## src/rtl/raw_stream_framer_if.sv

```systemverilog
// Packetised raw pixel stream (data/valid/sop/eop) between the framer and the demosaic stage.
// The master drives the stream; the slave consumes it.
interface raw_stream_framer_if #(
   parameter int DATA_WIDTH = 8
);
   logic [DATA_WIDTH-1:0] raw_data;
   logic                  raw_valid;
   logic                  raw_sop;
   logic                  raw_eop;

   modport master (output raw_data, output raw_valid, output raw_sop, output raw_eop);
   modport slave  (input  raw_data, input  raw_valid, input  raw_sop, input  raw_eop);
endinterface

```

## src/rtl/raw_stream_framer.sv

```systemverilog
// Converts sensor fv/lv timing into sop/eop-framed raw lines of exactly LINE_WIDTH x NUM_LINES,
// repairing or dropping malformed timing. Define RAW_FRAMER_TPG_EN to add the tpg_en test-pattern input.
module raw_stream_framer #(
   parameter int DATA_WIDTH = 8,
   parameter int LINE_WIDTH = 1280,
   parameter int NUM_LINES  = 720,
   parameter int CNT_W      = 12
) (
   input  logic                  clk,
   input  logic                  reset_n,
   input  logic                  cam_fv,
   input  logic                  cam_lv,
   input  logic [DATA_WIDTH-1:0] cam_data,
`ifdef RAW_FRAMER_TPG_EN
   input  logic                  tpg_en,
`endif
   raw_stream_framer_if.master   raw,
   output logic                  frame_sop,
   output logic [CNT_W-1:0]      line_idx,
   output logic                  err_len,
   output logic                  err_lines
);

   typedef enum logic [2:0] {SYNC, IDLE, WAIT_LINE, IN_LINE, DROP} state_t;

   localparam logic [CNT_W-1:0] ONE       = CNT_W'(1);
   localparam logic [CNT_W-1:0] LINE_MAX  = CNT_W'(LINE_WIDTH);
   localparam logic [CNT_W-1:0] LAST_PIX  = CNT_W'(LINE_WIDTH - 1);
   localparam logic [CNT_W-1:0] LINES_MAX = CNT_W'(NUM_LINES);
   localparam logic [CNT_W-1:0] LAST_LINE = CNT_W'(NUM_LINES - 1);

   state_t                state, state_nxt;
   logic [CNT_W-1:0]      pix_cnt, pix_cnt_nxt;
   logic [CNT_W-1:0]      line_cnt, line_cnt_nxt;
   logic [CNT_W-1:0]      line_inc;
   logic [CNT_W-1:0]      accept_idx;
   logic                  accept;
   logic                  frame_start;
   logic                  set_len;
   logic                  set_lines;
   logic [DATA_WIDTH-1:0] pix_value;

   logic                  hold_valid;
   logic [DATA_WIDTH-1:0] hold_data;
   logic                  hold_sop;
   logic                  hold_last;
   logic                  hold_top;

   // NOTE: sequential state is updated with non-blocking assignments so every register samples pre-edge values.
   always_ff @(posedge clk or negedge reset_n) begin
      if (!reset_n) begin
         state    <= SYNC;
         pix_cnt  <= '0;
         line_cnt <= '0;
      end else begin
         state    <= state_nxt;
         pix_cnt  <= pix_cnt_nxt;
         line_cnt <= line_cnt_nxt;
      end
   end

   // NOTE: every output of this block gets a default first, so no path can infer a latch.
   always_comb begin
      state_nxt    = state;
      pix_cnt_nxt  = pix_cnt;
      line_cnt_nxt = line_cnt;
      line_inc     = line_cnt + ONE;
      accept       = 1'b0;
      accept_idx   = pix_cnt;
      frame_start  = 1'b0;
      set_len      = 1'b0;
      set_lines    = 1'b0;
      unique case (state)
         SYNC: begin
            if (!cam_fv) state_nxt = IDLE;
         end
         IDLE: begin
            if (cam_fv) begin
               state_nxt    = WAIT_LINE;
               frame_start  = 1'b1;
               line_cnt_nxt = '0;
            end
         end
         WAIT_LINE: begin
            // Frame end has priority: lv while fv is low is not a pixel.
            if (!cam_fv) begin
               state_nxt = IDLE;
               set_lines = 1'b1;
            end else if (cam_lv) begin
               state_nxt   = IN_LINE;
               accept      = 1'b1;
               accept_idx  = '0;
               pix_cnt_nxt = ONE;
            end
         end
         IN_LINE: begin
            if (cam_fv && cam_lv) begin
               if (pix_cnt < LINE_MAX) begin
                  accept      = 1'b1;
                  pix_cnt_nxt = pix_cnt + ONE;
               end else begin
                  set_len = 1'b1;
               end
            end else begin
               // Line closes first; a simultaneous fv fall then closes the frame.
               line_cnt_nxt = line_inc;
               if (pix_cnt < LINE_MAX) set_len = 1'b1;
               if (!cam_fv) begin
                  state_nxt = IDLE;
                  set_lines = (line_inc < LINES_MAX);
               end else if (line_inc == LINES_MAX) begin
                  state_nxt = DROP;
               end else begin
                  state_nxt = WAIT_LINE;
               end
            end
         end
         DROP: begin
            if (!cam_fv) state_nxt = IDLE;
            else if (cam_lv) set_lines = 1'b1;
         end
         default: state_nxt = SYNC;
      endcase
   end

`ifdef RAW_FRAMER_TPG_EN
   logic             tpg_active;
   logic [CNT_W-1:0] tpg_sum;

   // Latched only while idle so a frame never switches source part-way.
   always_ff @(posedge clk or negedge reset_n) begin
      if (!reset_n)            tpg_active <= 1'b0;
      else if (state == IDLE)  tpg_active <= tpg_en;
   end

   always_comb begin
      tpg_sum   = accept_idx + line_cnt;
      pix_value = cam_data;
      if (tpg_active) begin
         pix_value    = DATA_WIDTH'(tpg_sum);
         pix_value[0] = accept_idx[0];
      end
   end
`else
   assign pix_value = cam_data;
`endif

   always_ff @(posedge clk or negedge reset_n) begin
      if (!reset_n) begin
         hold_valid <= 1'b0;
         hold_data  <= '0;
         hold_sop   <= 1'b0;
         hold_last  <= 1'b0;
         hold_top   <= 1'b0;
      end else begin
         hold_valid <= accept;
         if (accept) begin
            hold_data <= pix_value;
            hold_sop  <= (accept_idx == '0);
            hold_last <= (accept_idx == LAST_PIX);
            hold_top  <= (line_cnt == '0);
         end
      end
   end

   // A held pixel is the line's last when it sits at LINE_WIDTH-1 or no further pixel arrives behind it.
   always_ff @(posedge clk or negedge reset_n) begin
      if (!reset_n) begin
         raw.raw_data  <= '0;
         raw.raw_valid <= 1'b0;
         raw.raw_sop   <= 1'b0;
         raw.raw_eop   <= 1'b0;
         frame_sop     <= 1'b0;
      end else begin
         raw.raw_valid <= hold_valid;
         raw.raw_sop   <= hold_valid & hold_sop;
         raw.raw_eop   <= hold_valid & (hold_last | ~accept);
         frame_sop     <= hold_valid & hold_sop & hold_top;
         if (hold_valid) raw.raw_data <= hold_data;
      end
   end

   // Frame start wins over a trailing eop of the previous frame.
   always_ff @(posedge clk or negedge reset_n) begin
      if (!reset_n) begin
         line_idx <= '0;
      end else if (frame_start) begin
         line_idx <= '0;
      end else if (raw.raw_valid && raw.raw_eop) begin
         line_idx <= (line_idx == LAST_LINE) ? '0 : line_idx + ONE;
      end
   end

   always_ff @(posedge clk or negedge reset_n) begin
      if (!reset_n) begin
         err_len   <= 1'b0;
         err_lines <= 1'b0;
      end else begin
         if (frame_start)  err_len   <= 1'b0;
         else if (set_len) err_len   <= 1'b1;
         if (set_lines)    err_lines <= 1'b1;
      end
   end

endmodule

```

## src/flat_wrapper.sv

```systemverilog
// flat-port wrapper written by rule: the top's interface ports become plain ports
module raw_stream_framer_flat 
#(
   parameter int DATA_WIDTH = 8,
   parameter int LINE_WIDTH = 1280,
   parameter int NUM_LINES  = 720,
   parameter int CNT_W      = 12
)
  (clk, reset_n, cam_fv, cam_lv, cam_data, frame_sop, line_idx, err_len, err_lines, raw_raw_data, raw_raw_valid, raw_raw_sop, raw_raw_eop);
  raw_stream_framer_if #(.DATA_WIDTH(DATA_WIDTH)) raw_i ();
  input  logic clk;
  input  logic reset_n;
  input  logic cam_fv;
  input  logic cam_lv;
  input  logic [DATA_WIDTH-1:0] cam_data;
  output logic frame_sop;
  output logic [CNT_W-1:0] line_idx;
  output logic err_len;
  output logic err_lines;
  output wire logic [$bits(raw_i.raw_data)-1:0] raw_raw_data;
  output wire logic [$bits(raw_i.raw_valid)-1:0] raw_raw_valid;
  output wire logic [$bits(raw_i.raw_sop)-1:0] raw_raw_sop;
  output wire logic [$bits(raw_i.raw_eop)-1:0] raw_raw_eop;
  assign raw_raw_data = raw_i.raw_data;
  assign raw_raw_valid = raw_i.raw_valid;
  assign raw_raw_sop = raw_i.raw_sop;
  assign raw_raw_eop = raw_i.raw_eop;
  raw_stream_framer #(.DATA_WIDTH(DATA_WIDTH), .LINE_WIDTH(LINE_WIDTH), .NUM_LINES(NUM_LINES), .CNT_W(CNT_W)) u_core (.clk(clk), .reset_n(reset_n), .cam_fv(cam_fv), .cam_lv(cam_lv), .cam_data(cam_data), .raw(raw_i), .frame_sop(frame_sop), .line_idx(line_idx), .err_len(err_len), .err_lines(err_lines));
endmodule
```

## config.mk

```make
export PLATFORM = sky130hd
export DESIGN_NAME = raw_stream_framer_flat
export DESIGN_NICKNAME = d
export VERILOG_FILES = /design/src/rtl/raw_stream_framer_if.sv /design/src/rtl/raw_stream_framer.sv /design/src/flat_wrapper.sv
export SDC_FILE = /design/constraint.sdc
export NUM_CORES = 1
export LEC_CHECK = 0
export CAP_MARGIN = 10
export CORE_MARGIN = 10
export CORE_UTILIZATION = 25
export DETAILED_ROUTE_END_ITERATION = 12
export DONT_BUFFER_PORTS = 1
export GPL_ROUTABILITY_DRIVEN = 0
export PLACE_DENSITY = 0.41
export SYNTH_ARGS = -nofsm -noshare
export SYNTH_HDL_FRONTEND = slang
export SYNTH_SLANG_ARGS = --single-unit
```

## constraint.sdc

```tcl
create_clock -name clk -period 3.2 [get_ports clk]
set_input_delay 0.48 -clock clk [delete_from_list [all_inputs] [get_ports clk]]
set_output_delay 0.48 -clock clk [all_outputs]
set_load 0.05 [all_outputs]
```

**After elaboration in Yosys (flattened, before gate mapping)**

Index checks and enable logic that the tools add are counted.
W data, S select, Z words.

- Add/subtract/negate cells: 3
- $lt $le $gt $ge: 2
- Equal/unequal tests: 15
- Muxes and demuxes: 38
- Bitwise gates (word level): 5
- Reductions and logical operators: 13

Operators with widths:

| operator | number |
|---|---|
| $mux W12 | 12 |
| $pmux W12 S2 | 2 |
| $add A12 B1 Y12 const B | 3 |
| $eq A12 B10 Y1 const B | 2 |
| $logic_not A12 Y1 | 2 |
| $mux W3 | 7 |
| $mux W1 | 14 |
| $eq A12 B11 Y1 const B | 1 |
| $lt A12 B10 Y1 const B | 1 |
| $lt A12 B11 Y1 const B | 1 |
| $pmux W3 S4 | 1 |
| $ne A2 B2 Y1 const B | 5 |
| $reduce_bool A2 Y1 | 4 |
| $eq A3 B2 Y1 const B | 2 |
| $reduce_and A5 Y1 | 1 |
| $ne A2 B1 Y1 const B | 2 |
| $reduce_and A4 Y1 | 1 |
| $and A1 B1 Y1 | 3 |
| $eq A3 B1 Y1 const B | 1 |
| $eq A3 B3 Y1 const B | 1 |
| $logic_not A3 Y1 | 1 |
| $ne A3 B3 Y1 const B | 1 |
| $pmux W1 S3 | 1 |
| $reduce_and A3 Y1 | 1 |
| 5 further kinds | 6 |

- Bits in registers: 65
- Input port bits: 12
- Output and inout bits: 26
- Logic and storage cells: 92

**Depth between registers and ports, before layout**

Gate-level depths: netlist of run 1.

- Depth in word-level cells: 7
- Depth in mapped cells: 8
- Gate-level depth less buffers: 7

**Worst setup path after synthesis of run 1**

Ideal clock, no wire load.

- Kind: register to register
- Start point: reg u_core.line_idx[4]
- End point: reg u_core.line_idx[8]
- Library setup time: 0.155 ns
- Arrival time: 1.817 ns
- Data required time: 3.045 ns
- Path slack: 1.229 ns
- Cell stages (with the launch flop): 6
- Buffers on the path: 0
- Period minus slack after synthesis: 1.971 ns
- Cell sequence: dfrtp_1 > or4_4 > o31ai_4 > nor2_2 > a21oi_1 > a31oi_1

- Word-level cells in the longest chain between the ends: 4
- Elaborated cells on any way between the ends: 5
- Those cells by class: add/sub (1); eq/ne (1); mux (3)

RTL lines:

| element | line | RTL |
|---|---|---|
| from (decl) | raw_stream_framer.sv:19 | `output logic [CNT_W-1:0] line_idx,` |
| from (signal assigned) | raw_stream_framer.sv:190 | `line_idx <= (line_idx == LAST_LINE) ? '0 : line_idx + ONE;` |
| $add A12 B1 Y12 or $eq A12 B10 Y1 (tied branches) | raw_stream_framer.sv:190 |  |
| $mux W12 * | raw_stream_framer.sv:190 |  |
| $mux W12 * | raw_stream_framer.sv:189 | `end else if (raw.raw_valid && raw.raw_eop) begin` |
| $mux W12 * | raw_stream_framer.sv:187 | `end else if (frame_start) begin` |

Mark *: on every way between the ends. The rest lies on a longest branch, timed or not. The select of a mux whose other input is x is not followed.
A chain may end at the register's enable or synchronous reset.

**Worst setup path in the final report of run 1**

- Start point: reg u_core.state[2]
- End point: reg u_core.hold_data[6]

- Word-level cells in the longest chain between the ends: 2
- Elaborated cells on any way between the ends: 3
- Those cells by class: eq/ne (2); mux (1)

RTL lines:

| element | line | RTL |
|---|---|---|
| from (decl) | raw_stream_framer.sv:32 | `state_t state, state_nxt;` |
| from (signal assigned) | raw_stream_framer.sv:56 | `state <= state_nxt;` |
| $eq A3 B2 Y1 | raw_stream_framer.sv:73 | `unique case (state)` |
| $pmux W1 S2 * | raw_stream_framer.sv:73 |  |
| net u_core.accept | raw_stream_framer.sv:37 | `logic accept;` |
| to (signal assigned) | raw_stream_framer.sv:158 | `hold_data <= pix_value;` |
| to (decl) | raw_stream_framer.sv:44 | `logic [DATA_WIDTH-1:0] hold_data;` |

Mark *: on every way through the listed nets, which the timed path passes. The rest lies on a longest branch.

==> run metrics, run 1 <==
run status complete, no violations; total gr overflow 0; Die Wd between 100 and 150 um; leading cell type in the layout, fill and taps excluded sky130_fd_sc_hd__dfrtp_1; Static Leakage 1.67 nW; Tmin final about 2.3 ns; layout cells sized above 1 11.9%; number of cells traversed by the worst register-to-register path 6; Fin Hold WS 0.0188 ns; number of H-tree levels 3; number of enable flip-flop cells after synthesis 0; clock insertion delay at the later pin of the skew report about 0.33 ns; slew at the pin closest to its max-slew limit 0.653 ns; nature of the critical path endpoint flop; clock root cell sky130_fd_sc_hd__clkbuf_16; post-route total power approximately 2.5 mW; startpoint of the worst-slack reg-to-reg timing path u_core.state[2]$_DFFE_PN0P_; number of clock buffers inserted by TritonCTS 9; full die area around 18000 um^2; sequential element share of the synthesized area 48.8%; final worst-path cycle share a little over two thirds; worst setup path startpoint u_core.state[2]$_DFFE_PN0P_; fin area approximately 3800 um^2; NumNets Final 364; Synth top area share about half; Peak VDD IR 357 uV; via density per instance 4.71; library cell with the largest summed area after synthesis sky130_fd_sc_hd__dfrtp_1; initial antenna violation count 0; type of the most critical hold path in -> async; crit path capture u_core.hold_data[6]$_DFFE_PN0P_; category of the worst setup path launch point flop; synth top area cells sky130_fd_sc_hd__dfrtp_1 49%, sky130_fd_sc_hd__nand2_1 6.6%, sky130_fd_sc_hd__o21ai_1 3.5%, sky130_fd_sc_hd__xor2_1 3.4%, sky130_fd_sc_hd__mux2_2 3.0%; CP Data Required Time 3.42 ns; DR vias about 2500; TritonCTS clock tree done; # DRC 0; slack of the critical path 0.934 ns; relative slew slack 56.5%; Area Growth Syn to Fin 14.8%; total iterations of the first detailed-routing run 4; DP HPWL 5470 um; total track usage a little under a tenth; buffers from clock root to sink, at most 2; most frequent cells in the layout 65 x sky130_fd_sc_hd__dfrtp_1, 59 x sky130_fd_sc_hd__nand2_1, 24 x sky130_fd_sc_hd__nor2_1; TNS Setup 0 ns; data arrival time of the worst path 2.49 ns; number of global-route vias before repair 2529; worst-case clock skew 0.00670 ns; post-synthesis cell type count 58; pwr/cell area 643 nW/um^2; Max Slew Vio Count 0; effective utilization at floorplan 25.4%; number of standard-cell rows in the floorplan 42; Diodes inserted 0; post-synthesis instance total roughly 350; final hold viol count 0; clock transition time at the flip-flop clock pins of the worst setup and hold paths ~0.060 ns; count of clock tree sinks 65; Placeable Area roughly 13000 um^2; Buffers on Ports 0; IO Count 38; crit-path max FO 14; die extent in y between 100 and 150 um; RSZ-0062 raised after global routing false; average wire per cell in the routed design 15.3 um; Reg2Reg Setup Slack 0.93 ns; Yosys warning total 0; top flip-flop cell by instance count after synthesis sky130_fd_sc_hd__dfrtp_1; asr flop ratio synth 100%; total of endpoints with negative setup slack in the final report 0; Worst Setup Slack post-DPL 0.876 ns; area of the mapped netlist 3330 um^2; syn_area_per_cell ~9.5 um^2; flip-flop and latch count after synthesis 65; synthesized net count 366; RR Endpoint u_core.hold_data[6]$_DFFE_PN0P_; critical path class reg -> reg; largest net degree at the start of global routing 66; Max Cap Viol 0; top achievable clock speed 0.441 GHz; detailed router's first-iteration violation count 166; routed wire length 8050 um; ANT nets after route 0; wire length of the first global-routing pass 13400 um; placed instance area 3490 um^2
## area by class of cell
class	count	area, um^2
clock buffers	9	225
clock inverters	7	77.6
fillers	1419	9310
inverters	5	18.8
multi-input cells	261	1600
flip-flops and latches	65	1630
well taps	176	220
repair buffers	5	57.6
## flip-flops by register name, indices dropped and copies added, names as in the netlist, 3 cells and up
signal,cells
u_core.hold_data,8
u_core.line_cnt,12
u_core.line_idx,12
u_core.pix_cnt,12
u_core.raw.raw_data,8
u_core.state,3
## cell families after synthesis
group / Yosys count / share of synthesized area [%]
flops: 65 / 48.8
xor+xnor: 16 / 4.21
simple gates: 162 / 25.2
buf+inv: 23 / 3.19
compound gates: 68 / 13.4
fa+ha+maj: 5 / 1.88
mux: 10 / 3.34
## worst min path at each step
stage                                                  to     from  slack (ns)  depth (start not counted)
after floorplan                u_core.err_len$_DFFE_PN0P_  reset_n        0.18                          0
after global placement    u_core.line_idx[11]$_DFFE_PN0P_  reset_n        0.19                          0
after detailed placement  u_core.line_idx[10]$_DFFE_PN0P_  reset_n        0.19                          0
after CTS                 u_core.line_idx[10]$_DFFE_PN0P_  reset_n        0.03                          1
after global routing      u_core.line_idx[10]$_DFFE_PN0P_  reset_n        0.04                          1
final                     u_core.line_idx[10]$_DFFE_PN0P_  reset_n        0.02                          1
## per-layer routing
metal  routed length (um)  vias to the layer above  track usage, %
met5                    0                        -               0
met4                   94                        0            3.71
met3                  355                        7            3.04
met2                 4020                       27            15.0
met1                 3590                     1210            10.7
li1                     -                     1244               -
## synthesized netlist by cell type (all sizes together) (2+ instances only)
| cell type | n |
|---|---|
| o21ai | 32 |
| nor2b | 2 |
| nand4 | 12 |
| o31ai | 5 |
| a22o | 2 |
| o41ai | 2 |
| and4 | 3 |
| and3b | 2 |
| inv | 5 |
| dfrtp | 65 |
| xnor2 | 3 |
| and3 | 11 |
| buf | 12 |
| nand2b | 3 |
| a31oi | 2 |
| nor4b | 2 |
| ha | 5 |
| and2 | 6 |
| o21a | 2 |
| o211ai | 2 |
| nand4b | 2 |
| xor2 | 13 |
| nor4 | 5 |
| nor3 | 7 |
| nand2 | 59 |
| nand3 | 15 |
| mux2 | 9 |
| a32oi | 2 |
| a21oi | 11 |
| clkbuf | 6 |
| nor2 | 26 |
## where the power goes
part	leakage, nW	internal [mW]	switching [mW]
clock network	0.147	0.611	0.398
logic	0.666	0.105	0.130
registers	0.861	0.932	0.281
total	1.67	1.65	0.809
## critical path, stage by stage (launching register included)
cell,delay (ns)
sky130_fd_sc_hd__dfrtp_1,0.50
sky130_fd_sc_hd__and4b_1,0.33
sky130_fd_sc_hd__and2b_1,0.36
sky130_fd_sc_hd__a21oi_2,0.57
sky130_fd_sc_hd__inv_2,0.21
sky130_fd_sc_hd__nand2_1,0.12
sky130_fd_sc_hd__nand2_1,0.06
## per-stage QoR
stage                     instances  util (%)
after CTS                       528      29.1
after floorplan                 349         -
final                           528      29.1
after detailed placement        511      26.6
after global routing            528      29.1
after global placement          511      26.6
## what timing repair did
action                     CTS  global route
resized for setup            0             0
hold endpoints to repair    65             0
setup endpoints to repair    0             0
buffers inserted             0             0
hold buffers                 1             0
Power figures use the tool's default switching activity.
==> inputs of run 2 (changes only) <==
Settings changed: PLACE_DENSITY 0.41 to 0.43.
Clock period 3.2 ns to 2 ns, I/O delays scaled along.
==> run 2 against run 1 <==
Net effect:
- cell count up 4.7%
- global-route usage rose by 0.34 points
- clock skew increased by 0.0013 ns
- sequential share of layout area is 2.1 points lower
- worst hold slack improved by 0.057 ns
- highest routed layer unchanged
- final area grew 5.3%
- first-iteration DRC count is 12% lower
- critical path depth is 1 lower
- combinational power grew 76%
- sequential cell count unchanged
- wire length grew 4.0%
==> run metrics, run 2 (same netlist as run 1, synthesis figures left out) <==
total gr overflow 0 (unchanged); number of cells traversed by the worst register-to-register path 5 (was 6); nature of the critical path endpoint flop (unchanged); Hold Path End u_core.hold_data[7]$_DFFE_PN0P_; cell type of the slowest stage on the worst timing path sky130_fd_sc_hd__dfrtp_1 (was sky130_fd_sc_hd__a21oi_2); number of H-tree levels 3 (unchanged); Placeable Area 13100 um^2 (unchanged); category of the worst setup path launch point flop (unchanged); total track usage 9.48% (was 9.14%); # DRC 0 (unchanged); ANT nets after route 0 (unchanged); clock insertion delay at the later pin of the skew report 0.33 ns (about the same); detailed router's first-iteration violation count 146 (was 166); final worst-path cycle share 92.0% (was 70.8%); RR Endpoint u_core.err_lines$_DFFE_PN0P_ (was u_core.hold_data[6]$_DFFE_PN0P_); run status complete, no violations (unchanged); most frequent cells in the layout 65 x sky130_fd_sc_hd__dfrtp_1, 59 x sky130_fd_sc_hd__nand2_1, 28 x sky130_fd_sc_hd__buf_4 (was 65 x sky130_fd_sc_hd__dfrtp_1, 59 x sky130_fd_sc_hd__nand2_1, 24 x sky130_fd_sc_hd__nor2_1); average wire per cell in the routed design 15.2 um (was 15.3 um); die extent in y 135 um (unchanged); leading cell type in the layout, fill and taps excluded sky130_fd_sc_hd__dfrtp_1 (unchanged); type of the most critical hold path in -> reg (was in -> async); startpoint of the most critical hold path cam_data[7]; Worst Setup Slack post-DPL 0.117 ns (was 0.876 ns); effective utilization at floorplan 25.4% (unchanged); Reg2Reg Setup Slack 0.16 ns (was 0.93 ns); relative slew slack 65.5% (was 56.5%); Peak VDD IR 504 uV (was 357 uV); count of clock tree sinks 65 (unchanged); DR vias 2689 (was 2488); Die Wd 135 um (unchanged); Diodes inserted 0 (unchanged); number of global-route vias before repair 2635 (was 2529); buffers from clock root to sink, at most 2 (unchanged); Static Leakage 1.81 nW (was 1.67 nW); Area Growth Syn to Fin 20.8% (was 14.8%); startpoint of the worst-slack reg-to-reg timing path u_core.line_cnt[0]$_DFFE_PN0P_ (was u_core.state[2]$_DFFE_PN0P_); total of endpoints with negative setup slack in the final report 0 (unchanged); NumNets Final 389 (was 364); via density per instance 4.86 (was 4.71); largest net degree at the start of global routing 66 (unchanged); cell repeated most along the worst path sky130_fd_sc_hd__and3_1 (was sky130_fd_sc_hd__nand2_1); pwr/cell area 990 nW/um^2 (was 643 nW/um^2); full die area 18300 um^2 (unchanged); TNS Setup 0 ns (unchanged); data arrival time of the worst path 2.05 ns (was 2.49 ns); TritonCTS clock tree done (unchanged); IO Count 38 (unchanged); Tmin final 1.84 ns (was 2.27 ns); slew at the pin closest to its max-slew limit 0.518 ns (was 0.653 ns); Max Cap Viol 0 (unchanged); DP HPWL 5950 um (was 5470 um); routed wire length 8380 um (was 8050 um); total iterations of the first detailed-routing run 4 (unchanged); Buffers on Ports 0 (unchanged); critical path class reg -> reg (unchanged); series of cell instances along the critical path ha_2 > and3_1 > and3_1 > a32oi_1 > o41ai_1 (was and4b_1 > and2b_1 > a21oi_2 > inv_2 > nand2_1 > nand2_1); Fill cells 1403 (was 1419); initial antenna violation count 0 (unchanged); layout cells sized above 1 17.8% (was 11.9%); slack of the critical path 0.160 ns (was 0.934 ns); worst hold path cell count 2; Max Slew Vio Count 0 (unchanged); wire length of the first global-routing pass 14100 um (was 13400 um); clock transition time at the flip-flop clock pins of the worst setup and hold paths 0.06 ns (about the same); final hold viol count 0 (unchanged); crit-path max FO 7 (was 14); max incr delay on CP 0.41 ns (was 0.57 ns); worst-case clock skew 0.00800 ns (was 0.00670 ns); post-route total power 3.98 mW (was 2.46 mW); RSZ-0062 raised after global routing false (unchanged); clock root cell sky130_fd_sc_hd__clkbuf_16 (unchanged); top achievable clock speed 0.543 GHz (was 0.441 GHz); Top Registers u_core.line_cnt: 12 flops, u_core.line_idx: 12 flops, u_core.pix_cnt: 12 flops (unchanged); number of clock buffers inserted by TritonCTS 9 (unchanged); CP Data Required Time 2.21 ns (was 3.42 ns); number of standard-cell rows in the floorplan 42 (unchanged)
[run 2: worst max-delay path by stage]
stage | startpoint | end | cells past startpoint
4_1_cts | u_core.line_cnt[0]$_DFFE_PN0P_ | u_core.err_lines$_DFFE_PN0P_ | 5
5_1_grt | u_core.line_cnt[0]$_DFFE_PN0P_ | u_core.err_lines$_DFFE_PN0P_ | 5
6_report | u_core.line_cnt[0]$_DFFE_PN0P_ | u_core.err_lines$_DFFE_PN0P_ | 5
2_1_floorplan | u_core.line_idx[4]$_DFFE_PN0P_ | u_core.line_idx[8]$_DFFE_PN0P_ | 5
3_5_place_dp | u_core.line_cnt[0]$_DFFE_PN0P_ | u_core.err_lines$_DFFE_PN0P_ | 5
3_3_place_gp | u_core.line_cnt[0]$_DFFE_PN0P_ | u_core.err_lines$_DFFE_PN0P_ | 6
[run 2: metrics by stage]
| step | cells | hold WS (ns) | util (%) | cell area, um^2 |
|---|---|---|---|---|
| after CTS | 553 | 0.0664 | 30.6 | 4020 |
| final | 553 | 0.0753 | 30.6 | 4030 |
| after detailed placement | 535 | 0.00731 | 28.0 | 3670 |
| after floorplan | 349 | 0.00441 | - | 3330 |
| after global placement | 535 | 0.00763 | 28.0 | 3670 |
| after global routing | 553 | 0.0736 | 30.6 | 4030 |
[run 2: cell type report]
type,instances,area [um^2],area share (%)
clock buffer,10,239,5.94
clock inverter,6,72.6,1.80
inverter,5,18.8,0.466
multi-input combinational,261,1600,39.8
sequential,65,1630,40.4
tap,176,220,5.47
timing repair buffer,30,248,6.15
[run 2: where the power goes]
part,leakage [nW],internal (mW),switching [mW]
combinational,0.794,0.190,0.223
clock,0.150,1.01,0.625
sequential,0.861,1.49,0.441
total,1.81,2.70,1.29
[run 2: critical path, delay by kind of cell, from the launching register on]
kind / cells / cell delay, ns
compound gates: 2 / 0.55
fa+ha+maj: 1 / 0.26
flops: 1 / 0.41
simple gates: 2 / 0.50
[run 2: repair_timing]
| item | in CTS | in global routing |
|---|---|---|
| buffers inserted | 0 | 0 |
| hold endpoints to repair | 65 | 0 |
| resized for setup | 0 | 1 |
| endpoints found under the setup margin | 0 | 2 |
| hold buffers | 2 | 0 |
[run 2: routing by layer]
layer / part of all wire [%] / global-route usage [%]
met1: 46 / 12.1
met2: 47 / 14.8
met3: 5.4 / 2.74
met4: 1.6 / 3.71
met5: 0 / 0
==> inputs of run 3 (changes only) <==
Settings changed: CORE_UTILIZATION 25 to 57, PLACE_DENSITY 0.43 to 0.78.
==> run 3 against run 2 <==
Net effect:
- sequential cell count stayed put
- wire length is 13% lower
- cell count is 20% lower
- largest cell class unchanged
- largest power group unchanged
- highest routed layer unchanged
==> run metrics, run 3 (same netlist as run 1, synthesis figures left out) <==
max incr delay on CP 0.44 ns (was 0.41 ns); number of standard cells in the layout, taps in and fillers out 445 (was 553); series of cell instances along the critical path ha_2 > and3_2 > and3_1 > a32oi_1 > nor4_1 > a31o_1 (was ha_2 > and3_1 > and3_1 > a32oi_1 > o41ai_1); Top Registers u_core.line_cnt: 12 flops, u_core.line_idx: 12 flops, u_core.pix_cnt: 12 flops (unchanged); top achievable clock speed 0.541 GHz (was 0.543 GHz); run status complete, no violations (unchanged); buffers from clock root to sink, at most 2 (unchanged); Static Leakage 1.73 nW (was 1.81 nW); Core Util, Final 67.1% (was 30.6%); ANT nets after route 0 (unchanged); number of standard-cell rows in the floorplan 27 (was 42); layout cells sized above 1 17.4% (was 17.8%); relative slew slack 65.3% (was 65.5%); total of endpoints with negative setup slack in the final report 0 (unchanged); worst path bufs/invs 0 (unchanged); Post-CTS Setup Bufs 0 (unchanged); worst-case clock skew 0.00685 ns (was 0.00800 ns); Fill cells 432 (was 1403); average wire per cell in the routed design 16.4 um (was 15.2 um); slew at the pin closest to its max-slew limit 0.520 ns (was 0.518 ns); CP Data Required Time 2.24 ns (was 2.21 ns); DR vias 2624 (was 2689); cell type of the slowest stage on the worst timing path sky130_fd_sc_hd__dfrtp_1 (unchanged); pwr/cell area 885 nW/um^2 (was 990 nW/um^2); IO Count 38 (unchanged); Diodes inserted 0 (unchanged); detailed router's first-iteration violation count 150 (was 146); effective utilization at floorplan 59.8% (was 25.4%); number of clock buffers inserted by TritonCTS 9 (unchanged); final hold viol count 0 (unchanged); TNS Setup 0 ns (unchanged); total iterations of the first detailed-routing run 5 (was 4); total gr overflow 0 (unchanged); type of the most critical hold path in -> reg (unchanged); initial antenna violation count 0 (unchanged); Max Slew Vio Count 0 (unchanged); leading cell type in the layout, fill and taps excluded sky130_fd_sc_hd__dfrtp_1 (unchanged); number of global-route vias before repair 2445 (was 2635); Tmin final 1.85 ns (was 1.84 ns); Placeable Area 5570 um^2 (was 13100 um^2); clock transition time at the flip-flop clock pins of the worst setup and hold paths 0.07 ns (was 0.06 ns); clock insertion delay at the later pin of the skew report 0.34 ns (was 0.33 ns); routed wire length 7300 um (was 8380 um); data arrival time of the worst path 2.08 ns (was 2.05 ns); critical path class reg -> reg (unchanged); count of clock tree sinks 65 (unchanged); number of cells traversed by the worst register-to-register path 6 (was 5); clock root cell sky130_fd_sc_hd__clkbuf_8 (was sky130_fd_sc_hd__clkbuf_16); Stages on worst setup path 6 (was 5); number of placed instances, taps included 428 (was 535); Peak VDD IR 1000 uV (was 504 uV); gate family responsible for the most delay along the worst path simple AND/OR/NAND/NOR gates (was compound AO/OA/AOI/OAI gates); Area Growth Syn to Fin 12.2% (was 20.8%); via density per instance 5.90 (was 4.86); crit-path max FO 10 (was 7); most frequent cells in the layout 65 x sky130_fd_sc_hd__dfrtp_1, 59 x sky130_fd_sc_hd__nand2_1, 25 x sky130_fd_sc_hd__buf_4 (was 65 x sky130_fd_sc_hd__dfrtp_1, 59 x sky130_fd_sc_hd__nand2_1, 28 x sky130_fd_sc_hd__buf_4); TritonCTS clock tree done (unchanged); worst hold path cell count 2 (unchanged); NumNets Final 386 (was 389); number of H-tree levels 3 (unchanged); total track usage 16.3% (was 9.48%); wire length of the first global-routing pass 11900 um (was 14100 um); category of the worst setup path launch point flop (unchanged); DP HPWL 5120 um (was 5950 um); post-route total power 3.31 mW (was 3.98 mW); nature of the critical path endpoint flop (unchanged); die extent in y 96.5 um (was 135 um); final worst-path cycle share 92.4% (was 92.0%); Die Wd 96.5 um (was 135 um); full die area 9300 um^2 (was 18300 um^2); # DRC 0 (unchanged); Buffers on Ports 0 (unchanged); largest net degree at the start of global routing 66 (unchanged); Max Cap Viol 0 (unchanged)
[run 3: layer usage]
layer / share of wire [%] / track usage (%) / up-vias
met4: 1.6 / 4.60 / 0
met1: 42 / 20.3 / 1259
met5: 0 / 0 / -
met2: 49 / 25.8 / 70
li1: - / - / 1280
met3: 7.0 / 6.25 / 15
[run 3: timing repair]
item | in CTS | in global routing
endpoints found under the hold margin | 65 | 0
endpoints found under the setup margin | 0 | 3
hold buffers | 2 | 0
resized for setup | 0 | 3
[run 3: where the power goes]
group / internal, mW / leakage (nW) / total [mW] / switching [mW]
clock network: 0.448 / 0.0859 / 0.968 / 0.520
logic: 0.186 / 0.779 / 0.412 / 0.226
registers: 1.49 / 0.861 / 1.93 / 0.439
[run 3: worst paths after layout]
| path | startpoint | to | slack, ns |
|---|---|---|---|
| worst max-delay path | u_core.line_cnt[0]$_DFFE_PN0P_ | u_core.state[2]$_DFFE_PN0P_ | 0.15 |
| worst min-delay path | cam_data[0] | u_core.hold_data[0]$_DFFE_PN0P_ | 0.07 |
| worst max register to register | u_core.line_cnt[0]$_DFFE_PN0P_ | u_core.state[2]$_DFFE_PN0P_ | 0.15 |
| worst min register to register | u_core.hold_data[2]$_DFFE_PN0P_ | u_core.hold_data[2]$_DFFE_PN0P_ | 0.47 |
| max in group asynchronous | reset_n | u_core.line_idx[3]$_DFFE_PN0P_ | 1.23 |
| min in group asynchronous | reset_n | u_core.line_cnt[10]$_DFFE_PN0P_ | 0.50 |
[run 3: stage by stage]
step / hold WS, ns / cell area, um^2 / worst slack, ns
after global routing: 0.0635 / 3740 / -0.0146
after floorplan: 0.00441 / 3330 / 0.0286
after global placement: 0.00763 / 3520 / 0.185
final: 0.0694 / 3740 / 0.153
after CTS: 0.0582 / 3730 / 0.0556
after detailed placement: 0.00796 / 3520 / 0.0532
[run 3: cell type report]
type | count | area (um^2) | area share, %
flip-flops and latches | 65 | 1630 | 43.5
multi-input cells | 261 | 1610 | 43.1
repair buffers | 27 | 225 | 6.02
clock buffers | 9 | 124 | 3.31
well taps | 72 | 90.1 | 2.41
clock inverters | 6 | 43.8 | 1.17
inverters | 5 | 18.8 | 0.502
